**config.mk**
```make
export PLATFORM = sky130hd
export DESIGN_NAME = pc_sequencer_flat
export DESIGN_NICKNAME = d
export VERILOG_FILES = /design/src/rtl/pc_sequencer_if.sv /design/src/rtl/pc_sequencer.sv /design/src/flat_wrapper.sv
export SDC_FILE = /design/constraint.sdc
export NUM_CORES = 1
export LEC_CHECK = 0
export CAP_MARGIN = 20
export CORE_MARGIN = 8
export CORE_UTILIZATION = 39
export CTS_CLUSTER_SIZE = 12
export DETAILED_ROUTE_END_ITERATION = 7
export GPL_ROUTABILITY_DRIVEN = 0
export PLACE_DENSITY = 0.74
export SETUP_SLACK_MARGIN = 0.15
export SLEW_MARGIN = 15
export SYNTH_ARGS = -nofsm -noshare
export SYNTH_HDL_FRONTEND = slang
export SYNTH_SLANG_ARGS = --single-unit
```
**constraint.sdc**
```tcl
create_clock -name clock -period 1.8 [get_ports clock]
set_clock_uncertainty 0.2 [all_clocks]
set_input_delay 0.18 -clock clock [delete_from_list [all_inputs] [get_ports clock]]
set_output_delay 0.18 -clock clock [all_outputs]
set_load 0.005 [all_outputs]
```
**src/rtl/pc_sequencer_if.sv**
```systemverilog
// IMEM fetch port: request/acknowledge handshake with a byte address.
// The master side (pc_sequencer) drives req/addr and receives ack.
interface pc_sequencer_if #(
  parameter int AW = 12
);
  logic          req;
  logic [AW-1:0] addr;
  logic          ack;

  modport master (
    output req,
    output addr,
    input  ack
  );

  modport slave (
    input  req,
    input  addr,
    output ack
  );
endinterface

```
**src/rtl/pc_sequencer.sv**
```systemverilog
// RV32 fetch-side PC sequencer: BOOT/FETCH/REDIRECT/HALTED control of IMEM.
// Optional macro PC_SEQ_MISALIGN_TRAP_EN traps misaligned redirect targets.
module pc_sequencer #(
  parameter int                     ADDR_W_IMEM = 12,
  parameter logic [ADDR_W_IMEM-1:0] RESET_VEC   = '0,
  parameter logic [ADDR_W_IMEM-1:0] TRAP_VEC    = 'h010
) (
  input  logic                   clock,
  input  logic                   async_reset,
  pc_sequencer_if.master         imem,
  input  logic                   stall,
  input  logic                   redirect_valid,
  input  logic [ADDR_W_IMEM-1:0] redirect_addr,
  input  logic                   trap,
  input  logic                   trap_return,
  input  logic                   halt_req,
  input  logic                   resume_req,
  output logic                   inst_valid,
  output logic [ADDR_W_IMEM-1:0] pc_out,
  output logic [ADDR_W_IMEM-1:0] epc,
  output logic                   halted,
  output logic                   misaligned
);

  typedef enum logic [1:0] {
    S_BOOT,
    S_FETCH,
    S_REDIR,
    S_HALT
  } state_e;

  localparam logic [ADDR_W_IMEM-1:0] ALIGN =
    ~ADDR_W_IMEM'(3);
  localparam logic [ADDR_W_IMEM-1:0] STEP =
    ADDR_W_IMEM'(4);

  state_e                 state_q;
  logic [ADDR_W_IMEM-1:0] pc_q;
  logic [ADDR_W_IMEM-1:0] epc_q;
  logic                   halted_q;
  logic                   mis_q;

  logic                   req;
  logic                   evt;
  logic                   accept;
  logic [ADDR_W_IMEM-1:0] redir_tgt;
  logic [ADDR_W_IMEM-1:0] ret_tgt;
  logic                   redir_bad;
  logic                   ret_bad;

  assign req    = (state_q == S_FETCH) & ~stall;
  assign evt    = trap | redirect_valid
                | trap_return | halt_req;
  assign accept = req & imem.ack & ~evt;

  assign redir_tgt = redirect_addr & ALIGN;
  assign ret_tgt   = epc_q & ALIGN;

`ifdef PC_SEQ_MISALIGN_TRAP_EN
  assign redir_bad = |redirect_addr[1:0];
  assign ret_bad   = |epc_q[1:0];
`else
  assign redir_bad = 1'b0;
  assign ret_bad   = 1'b0;
`endif

  assign imem.req   = req;
  assign imem.addr  = pc_q;
  assign inst_valid = accept;
  assign pc_out     = pc_q;
  assign epc        = epc_q;
  assign halted     = halted_q;
  assign misaligned = mis_q;

  always_ff @(posedge clock or posedge async_reset) begin
    if (async_reset) begin
      state_q  <= S_BOOT;
      pc_q     <= RESET_VEC;
      epc_q    <= '0;
      halted_q <= 1'b0;
      mis_q    <= 1'b0;
    end else begin
      mis_q <= 1'b0;
      unique case (state_q)
        S_BOOT:  state_q <= S_FETCH;
        S_REDIR: state_q <= S_FETCH;
        S_HALT: begin
          if (resume_req) begin
            state_q  <= S_FETCH;
            halted_q <= 1'b0;
          end else if (redirect_valid) begin
            pc_q <= redir_tgt;
          end
        end
        S_FETCH: begin
          // Any event drops a coincident ack; pc only steps on accept.
          if (trap) begin
            epc_q   <= pc_q;
            pc_q    <= TRAP_VEC;
            state_q <= S_REDIR;
          end else if (redirect_valid) begin
            state_q <= S_REDIR;
            if (redir_bad) begin
              mis_q <= 1'b1;
              epc_q <= pc_q;
              pc_q  <= TRAP_VEC;
            end else begin
              pc_q <= redir_tgt;
            end
          end else if (trap_return) begin
            state_q <= S_REDIR;
            if (ret_bad) begin
              mis_q <= 1'b1;
              epc_q <= pc_q;
              pc_q  <= TRAP_VEC;
            end else begin
              pc_q <= ret_tgt;
            end
          end else if (halt_req) begin
            state_q  <= S_HALT;
            halted_q <= 1'b1;
          end else if (accept) begin
            pc_q <= pc_q + STEP;
          end
        end
      endcase
    end
  end

endmodule

```
**src/flat_wrapper.sv**
```systemverilog
// flat-port wrapper written by rule: the top's interface ports become plain ports
module pc_sequencer_flat 
#(
  parameter int                     ADDR_W_IMEM = 12,
  parameter logic [ADDR_W_IMEM-1:0] RESET_VEC   = '0,
  parameter logic [ADDR_W_IMEM-1:0] TRAP_VEC    = 'h010
)
  (clock, async_reset, stall, redirect_valid, redirect_addr, trap, trap_return, halt_req, resume_req, inst_valid, pc_out, epc, halted, misaligned, imem_req, imem_addr, imem_ack);
  pc_sequencer_if #(.AW(12)) imem_i ();
  input  logic clock;
  input  logic async_reset;
  input  logic stall;
  input  logic redirect_valid;
  input  logic [ADDR_W_IMEM-1:0] redirect_addr;
  input  logic trap;
  input  logic trap_return;
  input  logic halt_req;
  input  logic resume_req;
  output logic inst_valid;
  output logic [ADDR_W_IMEM-1:0] pc_out;
  output logic [ADDR_W_IMEM-1:0] epc;
  output logic halted;
  output logic misaligned;
  output wire logic [$bits(imem_i.req)-1:0] imem_req;
  output wire logic [$bits(imem_i.addr)-1:0] imem_addr;
  input wire logic [$bits(imem_i.ack)-1:0] imem_ack;
  assign imem_req = imem_i.req;
  assign imem_addr = imem_i.addr;
  assign imem_i.ack = imem_ack;
  pc_sequencer #(.ADDR_W_IMEM(ADDR_W_IMEM), .RESET_VEC(RESET_VEC), .TRAP_VEC(TRAP_VEC)) u_core (.clock(clock), .async_reset(async_reset), .imem(imem_i), .stall(stall), .redirect_valid(redirect_valid), .redirect_addr(redirect_addr), .trap(trap), .trap_return(trap_return), .halt_req(halt_req), .resume_req(resume_req), .inst_valid(inst_valid), .pc_out(pc_out), .epc(epc), .halted(halted), .misaligned(misaligned));
endmodule
```
# Word-level counts from Yosys, hierarchy flattened
# Index checks and enable logic that the tools add are counted.
[totals]
out_inout_bits = 40
inputBits = 21
n_memories = 0
reg_bits = 27
romBits = 0
latch_bits = 0
ram_bits = 0
wordCells = 53
[classes]
n_div = 0
eq_ne = 13
shifts = 0
n_bitwise = 8
muxes = 20
n_lt_le_gt_ge = 0
n_mul = 0
add_sub_neg = 1
reduce_logical = 7
[ops]
columns = ["operator", "count"]
rows = [
  ["$mux W12", 7],
  ["$pmux W12 S2", 1],
  ["$ne A5 B5 Y1 const B", 3],
  ["$ne A2 B2 Y1 const B", 7],
  ["$add A12 B3 Y12 const B", 1],
  ["$mux W2", 5],
  ["$pmux W2 S3", 1],
  ["$reduce_and A6 Y1", 1],
  ["$mux W1", 5],
  ["$reduce_and A5 Y1", 1],
  ["$eq A2 B2 Y1 const B", 2],
  ["$reduce_and A2 Y1", 2],
  ["$and A1 B1 Y1", 3],
  ["$or A1 B1 Y1", 3],
  ["$eq A2 B1 Y1 const B", 1],
  ["$logic_not A2 Y1", 1],
  ["$not A1 Y1", 2],
  ["$pmux W1 S2", 1],
  ["$reduce_bool A2 Y1", 1],
  ["$reduce_or A2 Y1", 1],
]

# Logic depth before layout (Yosys ltp)
# Gate-level depths: netlist (run 1).
[logic_depth]
word_depth = 11
mapped_depth = 7
ltp_nobuf = 5

# Worst setup path after synthesis (run 1)
# Ideal clock, no wire load.
[synth_path]
kind = "reg2reg"
startpoint = "register u_core.state_q[1]"
endpoint = "register u_core.pc_q[5], in the netlist u_core.imem.addr[5]"
setup_time_ps = 77
required_ps = 1523
slack_ps = 53
synth_period_minus_slack_ps = 1747
t_arrival_ps = 1470
path_stages_with_launch = 7
n_path_buf = 1
path_cell_list = "dfrtp_1 clkbuf_1 nor2b_1 and2b_1 o21ai_0 a221o_1 a21oi_1"
[synth_via]
elab_chain_cells = 6
word_cells_on_any_way = 12
cone_classes = "eq/ne (6); mux (1); bitwise (3); reduce/logical (2)"
[synth_lines]
columns = ["element", "line", "text"]
rows = [
  ["start, declared", "pc_sequencer.sv:37", "state_e state_q;"],
  ["start signal, assigned", "pc_sequencer.sv:77", "state_q <= S_BOOT;"],
  ["start signal, assigned", "pc_sequencer.sv:85", "S_BOOT: state_q <= S_FETCH;"],
  ["start signal, assigned", "pc_sequencer.sv:86", "S_REDIR: state_q <= S_FETCH;"],
  ["$eq A2 B1 Y1", "pc_sequencer.sv:51, pc_sequencer.sv:84", ""],
  ["$and A1 B1 Y1", "pc_sequencer.sv:51", "assign req = (state_q == S_FETCH) & ~stall;"],
  ["$and A1 B1 Y1 (2 in series)", "pc_sequencer.sv:54", "assign accept = req & imem.ack & ~evt;"],
  ["$ne A5 B5 Y1 (no line)", "n/a", ""],
  ["$reduce_and A5 Y1 (no line)", "n/a", ""],
  ["end signal, assigned", "pc_sequencer.sv:92", "pc_q <= redir_tgt;"],
  ["end signal, assigned", "pc_sequencer.sv:108", "pc_q <= redir_tgt;"],
  ["end signal, assigned", "pc_sequencer.sv:117", "pc_q <= ret_tgt;"],
  ["end, declared", "pc_sequencer.sv:38", "logic [ADDR_W_IMEM-1:0] pc_q;"],
]
# Several ways; a longest one is shown, not always the timed one.
# A chain may end at the register's enable or synchronous reset.

# Worst setup path in the final report (run 1)
[layout_path]
startpoint = "register u_core.state_q[0]"
endpoint = "register u_core.pc_q[9], in the netlist u_core.imem.addr[9]"
# Same word-level chain as after synthesis.

==> results of run 1 <==
synth_stat cells (2+ instances only):
cell / instances
mux2_2: 7
a21oi_1: 7
nor2b_1: 3
nand4_1: 3
dfrtp_1: 23
nor3b_2: 2
and3_1: 2
nand3_1: 5
o21ai_1: 5
o2111ai_1: 2
nand2b_1: 2
mux2i_1: 3
o21a_1: 2
nand2_1: 15
xnor2_1: 7
a221o_1: 2
a31oi_1: 2
o21ai_0: 4
buf_4: 17
nor3_1: 2
nor2_1: 9
buf_2: 2
clkbuf_1: 2
mux2_1: 4
o22ai_1: 4
inv_1: 5
buf_6: 2
path summary, 6_finish.rpt:
kind | startpoint | end | slack (ps) | cells after the start
max | u_core.state_q[0] | u_core.imem.addr[9] | -0.9 | 7
min | async_reset | u_core.epc[11] | 40 | 3
max reg2reg | u_core.state_q[0] | u_core.imem.addr[9] | -0.9 | 7
min reg2reg | u_core.epc[3] | u_core.epc[3] | 340 | 1
max in group asynchronous | async_reset | u_core.state_q[0] | 1100 | 3
min in group clock | trap_return | u_core.imem.addr[11] | 250 | 4
metal layers:
layer	part of all wire	routed length (µm)
met5	0	0
met4	0.025	124
met3	0.050	248
met2	0.50	2480
met1	0.43	2120
registers in the layout, summed over array words and instances, names as in the netlist:
register          count
u_core.state_q        2
u_core.imem.addr     10
u_core.epc           10
u_core.halted         1
logic make-up after synthesis:
logic type               synth area share
adder cells (fa/ha/maj)           0.00826
multiplexers                        0.102
AO/OA/AOI/OAI                       0.161
other                             0.00248
XOR/XNOR                           0.0463
flip-flops                          0.380
AND/OR/NAND/NOR                     0.174
buffers and inverters               0.126
critical path: cells and delay by family (launching register included):
family,cells,cell delay (ps)
DFF,1,420
buffers and inverters,2,230
AOI/OAI and AO/OA,3,510
and+or+nand+nor,2,340
layout make-up:
type	count	area, µm²
clock buffers	3	41.3
multi-input cells	114	890
inverters	5	18.8
fillers	278	1160
clock inverters	1	5.00
flip-flops and latches	23	582
well taps	48	60.1
repair buffers	100	932
power groups by stage:
stage	clock, mW	sequential (mW)	combinational (mW)
after global routing	0.353	0.993	2.09
final	0.337	0.953	1.95
after CTS	0.342	0.966	1.78
after global placement	0	0.970	1.62
after floorplan	0	1.00	0.747
after detailed placement	0	0.980	1.64
stage by stage:
step / util / hold WS, ps / setup slack (ps) / setup TNS, ps
2_1_floorplan: - / -18.1 / 143 / 0
3_3_place_gp: 0.590 / 305 / -238 / -2010
3_5_place_dp: 0.590 / 307 / -289 / -2560
4_1_cts: 0.652 / 53.8 / 44.4 / 0
5_1_grt: 0.686 / 104 / -48.1 / -140
6_report: 0.686 / 43.9 / -0.927 / -0.927
cell usage in the layout, fill, tap and decap left out, drive strengths merged, types with 3 or more instances in the layout:
cell	n
mux2	11
nor2	9
a21oi	7
clkdlybuf4s50	34
nand4	3
xnor2	7
dlymetal6s2s	6
nor2b	3
dlygate4sd2	11
o21ai	9
buf	49
dfrtp	23
nand3	5
mux2i	3
o22ai	4
nand2	16
conb	7
clkbuf	3
inv	5
timing repair:
action                                  CTS  global route
pin swaps                                10             5
buffers inserted                         12             7
gates resized for setup                  39            22
hold endpoints to repair                  0             0
endpoints found under the setup margin   34            34
==> results.py, run 1 <==
metrics = {
    "sta": {
        "rsz0062_at_grt": "true",
        "maxSlewViolCount": 0,
        "fin_ws_ps": -0.927,
        "setup_viol": 1,
        "final-hold-violation-count": 0,
        "layout_min_cycle_time_ps": 1800,
        "fin_crit_sh": 1.00,
        "timing.fmax_ghz": 0.555,
    },
    "pwr": {
        "total_leakage_power_nw": 1.26,
        "pwr-share-seq": 0.295,
        "p_switching_mw": 1.13,
        "power_density_nw_per_um2": 1280,
        "combPwrFrac": 0.601,
        "swShare": 0.351,
        "power_mw": 3.24,
        "clkPwrFrac": 0.104,
        "internal_power_mw": 2.10,
        "irDropWorstVdd_uv": 722,
    },
    "global_routing": {
        "grt_pass1_vias": 1559,
        "use_met3": 0.0353,
        "busiest_layer": "met2",
        "grt_pass1_wl_um": 7670,
        "grt_start_max_net_pins": 24,
        "use_met2": 0.258,
        "grt_usage": 0.153,
        "antenna_found_initial": 0,
        "gr-total-overflow": 0,
        "met1_usage": 0.183,
    },
    "drt": {
        "ant_nets": 0,
        "drtPass1Iterations": 4,
        "dr_total_vias": 1538,
        "drtIter0Drc": 94,
        "drc": 0,
        "avgRoutedWirePerCell_um": 16.9,
        "viasPerCell": 5.23,
        "drt-total-wl_um": 4970,
    },
    "floorplanning": {
        "row_count": 22,
        "dieHeight_um": 78.3,
        "die_area_um2": 6130,
        "die_w_um": 78.3,
        "core-area_um2": 3690,
        "start_util": 0.410,
        "io_pins": 61,
    },
    "clocking": {
        "cts_inserted_buffers": 3,
        "cts-root-buf": "clkbuf_8",
        "postCtsHoldBufs": 0,
        "clock_latency_ps": 270,
        "cts_tree": "built",
        "htreeDepth": 1,
        "cts_buffer_depth": 2,
        "clock_sinks": 23,
        "cts.clk_slew.worst_paths_ps": 90,
    },
    "placed_design": {
        "dp_hpwl_um": 3320,
        "port_buffers": 51,
        "placed_cells": 271,
        "placed_area_um2": 2180,
    },
    "synth": {
        "syn_area_per_cell_um2": 9.46,
        "netlist_area_um2": 1510,
        "ys_seq_elements": 23,
        "yosys_warnings": 0,
        "synth_top_area_frac": 0.380,
        "synthFlopType": "dfrtp_1",
        "yosysSeqAreaShare": 0.380,
        "synth_cell_types": 44,
        "synth.top_cells.by_area": "dfrtp_1 38%, buf_4 8.4%, mux2_2 5.2%",
        "synth.largest_area_cell": "dfrtp_1",
        "synthCells": 160,
        "synth_edf_count": 0,
        "async_reset_ff_frac": 1.00,
    },
    "finish": {
        "fin_cells": 294,
        "fin_nets": 269,
        "area_growth_pct": 67.0,
        "drive_gt1_frac": 0.358,
        "postLayoutCellArea_um2": 2530,
        "antenna_cells": 0,
    },
    "worst_setup_path": {
        "cp.arrival_ps": 1760,
        "worstPathCellList": "nor3b_4 > buf_6 > buf_6 > a22oi_4 > nand2_4 > o22ai_1 > a31oi_1",
        "crit_required_ps": 1760,
        "cp_max_fo": 11,
        "worstSetupPathType": "register to register",
        "crit_slowest_cell": "dfrtp_2",
        "max_stage_delay_ps": 420,
        "cp_common_cell": "buf_6",
        "cp-start-kind": "register",
        "end_kind": "register",
    },
    "status": {
        "outcome": "finished, violations left",
        "violations": "setup timing",
    },
    "min_path": {
        "hold_path.class": "input pin to asynchronous set/reset pin",
    },
    "job": {
        "maxCapViolCount": 0,
    },
}
Note: power is estimated with default switching activity, not from simulation.
==> run 2, diff against run 1 <==
ABC_AREA = 1   (was unset)
CORE_UTILIZATION = 40   (was 39)
PLACE_DENSITY = 0.75   (was 0.74)
==> run 2 against run 1 <==
The run now ends clean; area after synthesis rose by 6.9%; wire length decreased by 11%; synthesized cell count grew 39%; sequential share of layout area up 2.2 points; final area fell by 8.1%; critical endpoint is now u_core.imem.addr[11]; largest cell class is now multi-input gates.
==> results.py, run 2 <==
metrics = {
    "finish": {
        "fin_nets": 307,
        "fin_cells": 334,
        "postLayoutCellArea_um2": 2320,
        "layout_common_cells": "49 x clkdlybuf4s50_1, 45 x nand2_1, 30 x nor2_1",
        "antenna_cells": 0,
        "area_growth_pct": 43.7,
        "fillers": 364,
        "final_common_cell": "clkdlybuf4s50_1",
        "drive_gt1_frac": 0.257,
    },
    "sta": {
        "maxSlewViolCount": 0,
        "final-hold-violation-count": 0,
        "layout_min_cycle_time_ps": 1600,
        "timing.fmax_ghz": 0.626,
        "rsz0062_at_grt": "true",
        "fin_crit_sh": 0.887,
        "setup_viol": 0,
    },
    "worst_setup_path": {
        "worstSetupPathType": "input pin to register",
        "crit_slowest_cell": "clkdlybuf4s50_1",
        "max_stage_delay_ps": 580,
        "crit_required_ps": 1760,
        "cp-start-kind": "input pin",
        "crit_buf_inv": 4,
        "crit_family": "buffers and inverters",
        "timing.rr.end": "u_core.imem.addr[11]",
        "cp.arrival_ps": 1560,
        "reg2reg_slack_ps": 210,
        "cp_max_fo": 8,
        "reg2regPathDepth": 10,
        "r2r-start": "u_core.state_q[1]",
        "cp_common_cell": "a21oi_1",
        "worstPathCellList": "clkdlybuf4s50_1 > buf_6 > inv_2 > nor2_4 > nor2_8 > buf_4 > a21oi_1 > a21oi_1",
        "end_kind": "register",
    },
    "synth": {
        "synthCells": 223,
        "synthTopCellsByCount": "45 x nand2_1, 31 x nor2_1, 23 x dfrtp_1",
        "syn_area_per_cell_um2": 7.25,
        "synth.most_common_cell": "nand2_1",
        "synth_edf_count": 0,
        "yosys_warnings": 0,
        "synth.largest_area_cell": "dfrtp_1",
        "synth_top_area_frac": 0.356,
        "synth.top_cells.by_area": "dfrtp_1 36%, nand2_1 10%, buf_4 7.9%",
        "yosysSeqAreaShare": 0.356,
        "synth_cell_types": 28,
        "netlist_area_um2": 1620,
        "async_reset_ff_frac": 1.00,
        "synthFlopType": "dfrtp_1",
        "ys_seq_elements": 23,
    },
    "clocking": {
        "cts_tree": "built",
        "clock_sinks": 23,
        "htreeDepth": 1,
        "cts_buffer_depth": 2,
        "cts-root-buf": "clkbuf_8",
        "clock_latency_ps": 270,
        "cts_inserted_buffers": 3,
        "cts.clk_slew.worst_paths_ps": 80,
    },
    "status": {
        "outcome": "completed",
    },
    "global_routing": {
        "grt_usage": 0.136,
        "gr-total-overflow": 0,
        "grt_start_max_net_pins": 24,
        "antenna_found_initial": 0,
        "grt_pass1_vias": 1561,
        "grt_pass1_wl_um": 6980,
    },
    "pwr": {
        "total_leakage_power_nw": 1.06,
        "power_density_nw_per_um2": 1510,
        "irDropWorstVdd_uv": 647,
    },
    "drt": {
        "avgRoutedWirePerCell_um": 13.2,
        "drtPass1Iterations": 4,
        "dr_total_vias": 1593,
        "drc": 0,
        "viasPerCell": 4.77,
        "drt-total-wl_um": 4420,
        "ant_nets": 0,
        "drtIter0Drc": 111,
    },
    "floorplanning": {
        "row_count": 23,
        "core-area_um2": 3940,
        "die_area_um2": 6340,
        "start_util": 0.410,
        "dieHeight_um": 79.6,
        "die_w_um": 79.6,
        "io_pins": 61,
    },
    "job": {
        "maxCapViolCount": 0,
    },
    "placed_design": {
        "port_buffers": 51,
        "dp_hpwl_um": 3200,
        "placed_area_um2": 2140,
        "placed_cells": 320,
    },
    "min_path": {
        "hold_path.class": "input pin to asynchronous set/reset pin",
    },
}
[run 2: cell count changes after synthesis, sizes merged, moves of 6 or more]
| cell | previous run | this run |
|---|---|---|
| a21oi | 7 | 23 |
| inv | 5 | 24 |
| mux2 | 11 | 0 |
| nand2 | 16 | 51 |
| nand3 | 5 | 11 |
| nor2 | 9 | 40 |
| o21ai | 9 | 20 |
| xnor2 | 7 | 0 |
[run 2: per-layer routing]
metal	global-route usage	share of wire
met4	0.0537	0.0097
met3	0.0225	0.066
met5	0	0
met1	0.167	0.42
met2	0.229	0.50
[run 2: kinds of logic after synthesis]
logic type,after synthesis,share of synthesized area
other,1,0.00232
buffers and inverters,47,0.162
AND/OR/NAND/NOR,105,0.305
XOR/XNOR,2,0.0108
adder cells (fa/ha/maj),1,0.00773
AO/OA/AOI/OAI,44,0.157
flip-flops,23,0.356
[run 2: repair_timing]
action	4_1_cts	5_1_grt
hold buffers	0	0
setup endpoints to repair	19	23
pin swaps	0	1
gates resized for setup	9	18
buffers inserted	0	10
[run 2: worst reg2reg max path, cell delays in order, from the launching register on]
cell and delay, ps:
dfrtp_1 400, inv_2 60, nand2_2 70, nor2_4 100, nand2_2 60, buf_4 130
nand2_4 70, nor2_8 60, buf_4 130, a21oi_1 120, a21oi_1 80
[run 2: cell type report]
type | instances | area [µm²] | area share
multi-input cells | 159 | 832 | 0.358
clock buffers | 4 | 45.0 | 0.0194
repair buffers | 74 | 701 | 0.301
flip-flops and latches | 23 | 587 | 0.252
well taps | 50 | 62.6 | 0.0269
inverters | 24 | 97.6 | 0.0420
[run 2: how the worst max path moves through the flow]
stage / endpoint / slack (ps) / start / depth (start not counted)
final: u_core.imem.addr[11] / 200 / redirect_valid / 8
after global routing: u_core.imem.addr[10] / 120 / u_core.imem.addr[2] / 9
after CTS: inst_valid / 130 / u_core.state_q[1] / 6
after detailed placement: u_core.imem.addr[11] / -120 / redirect_valid / 8
after global placement: inst_valid / -90 / redirect_valid / 5
after floorplan: u_core.imem.addr[6] / 310 / u_core.imem.addr[2] / 7
[run 2: per-stage QoR]
step / hold WS (ps) / util / total power, mW / worst slack [ps] / TNS [ps]
2_1_floorplan: -18.1 / - / 2.12 / 312 / 0
3_3_place_gp: 291 / 0.543 / 2.90 / -94.0 / -705
3_5_place_dp: 287 / 0.543 / 2.93 / -125 / -932
4_1_cts: 68.6 / 0.557 / 3.29 / 135 / 0
5_1_grt: 109 / 0.590 / 3.80 / 117 / 0
6_report: 60.4 / 0.590 / 3.52 / 203 / 0
[run 2: power by group]
part / switching [mW] / internal [mW]
clock network: 0.171 / 0.158
registers: 0.285 / 0.793
logic: 0.927 / 1.19
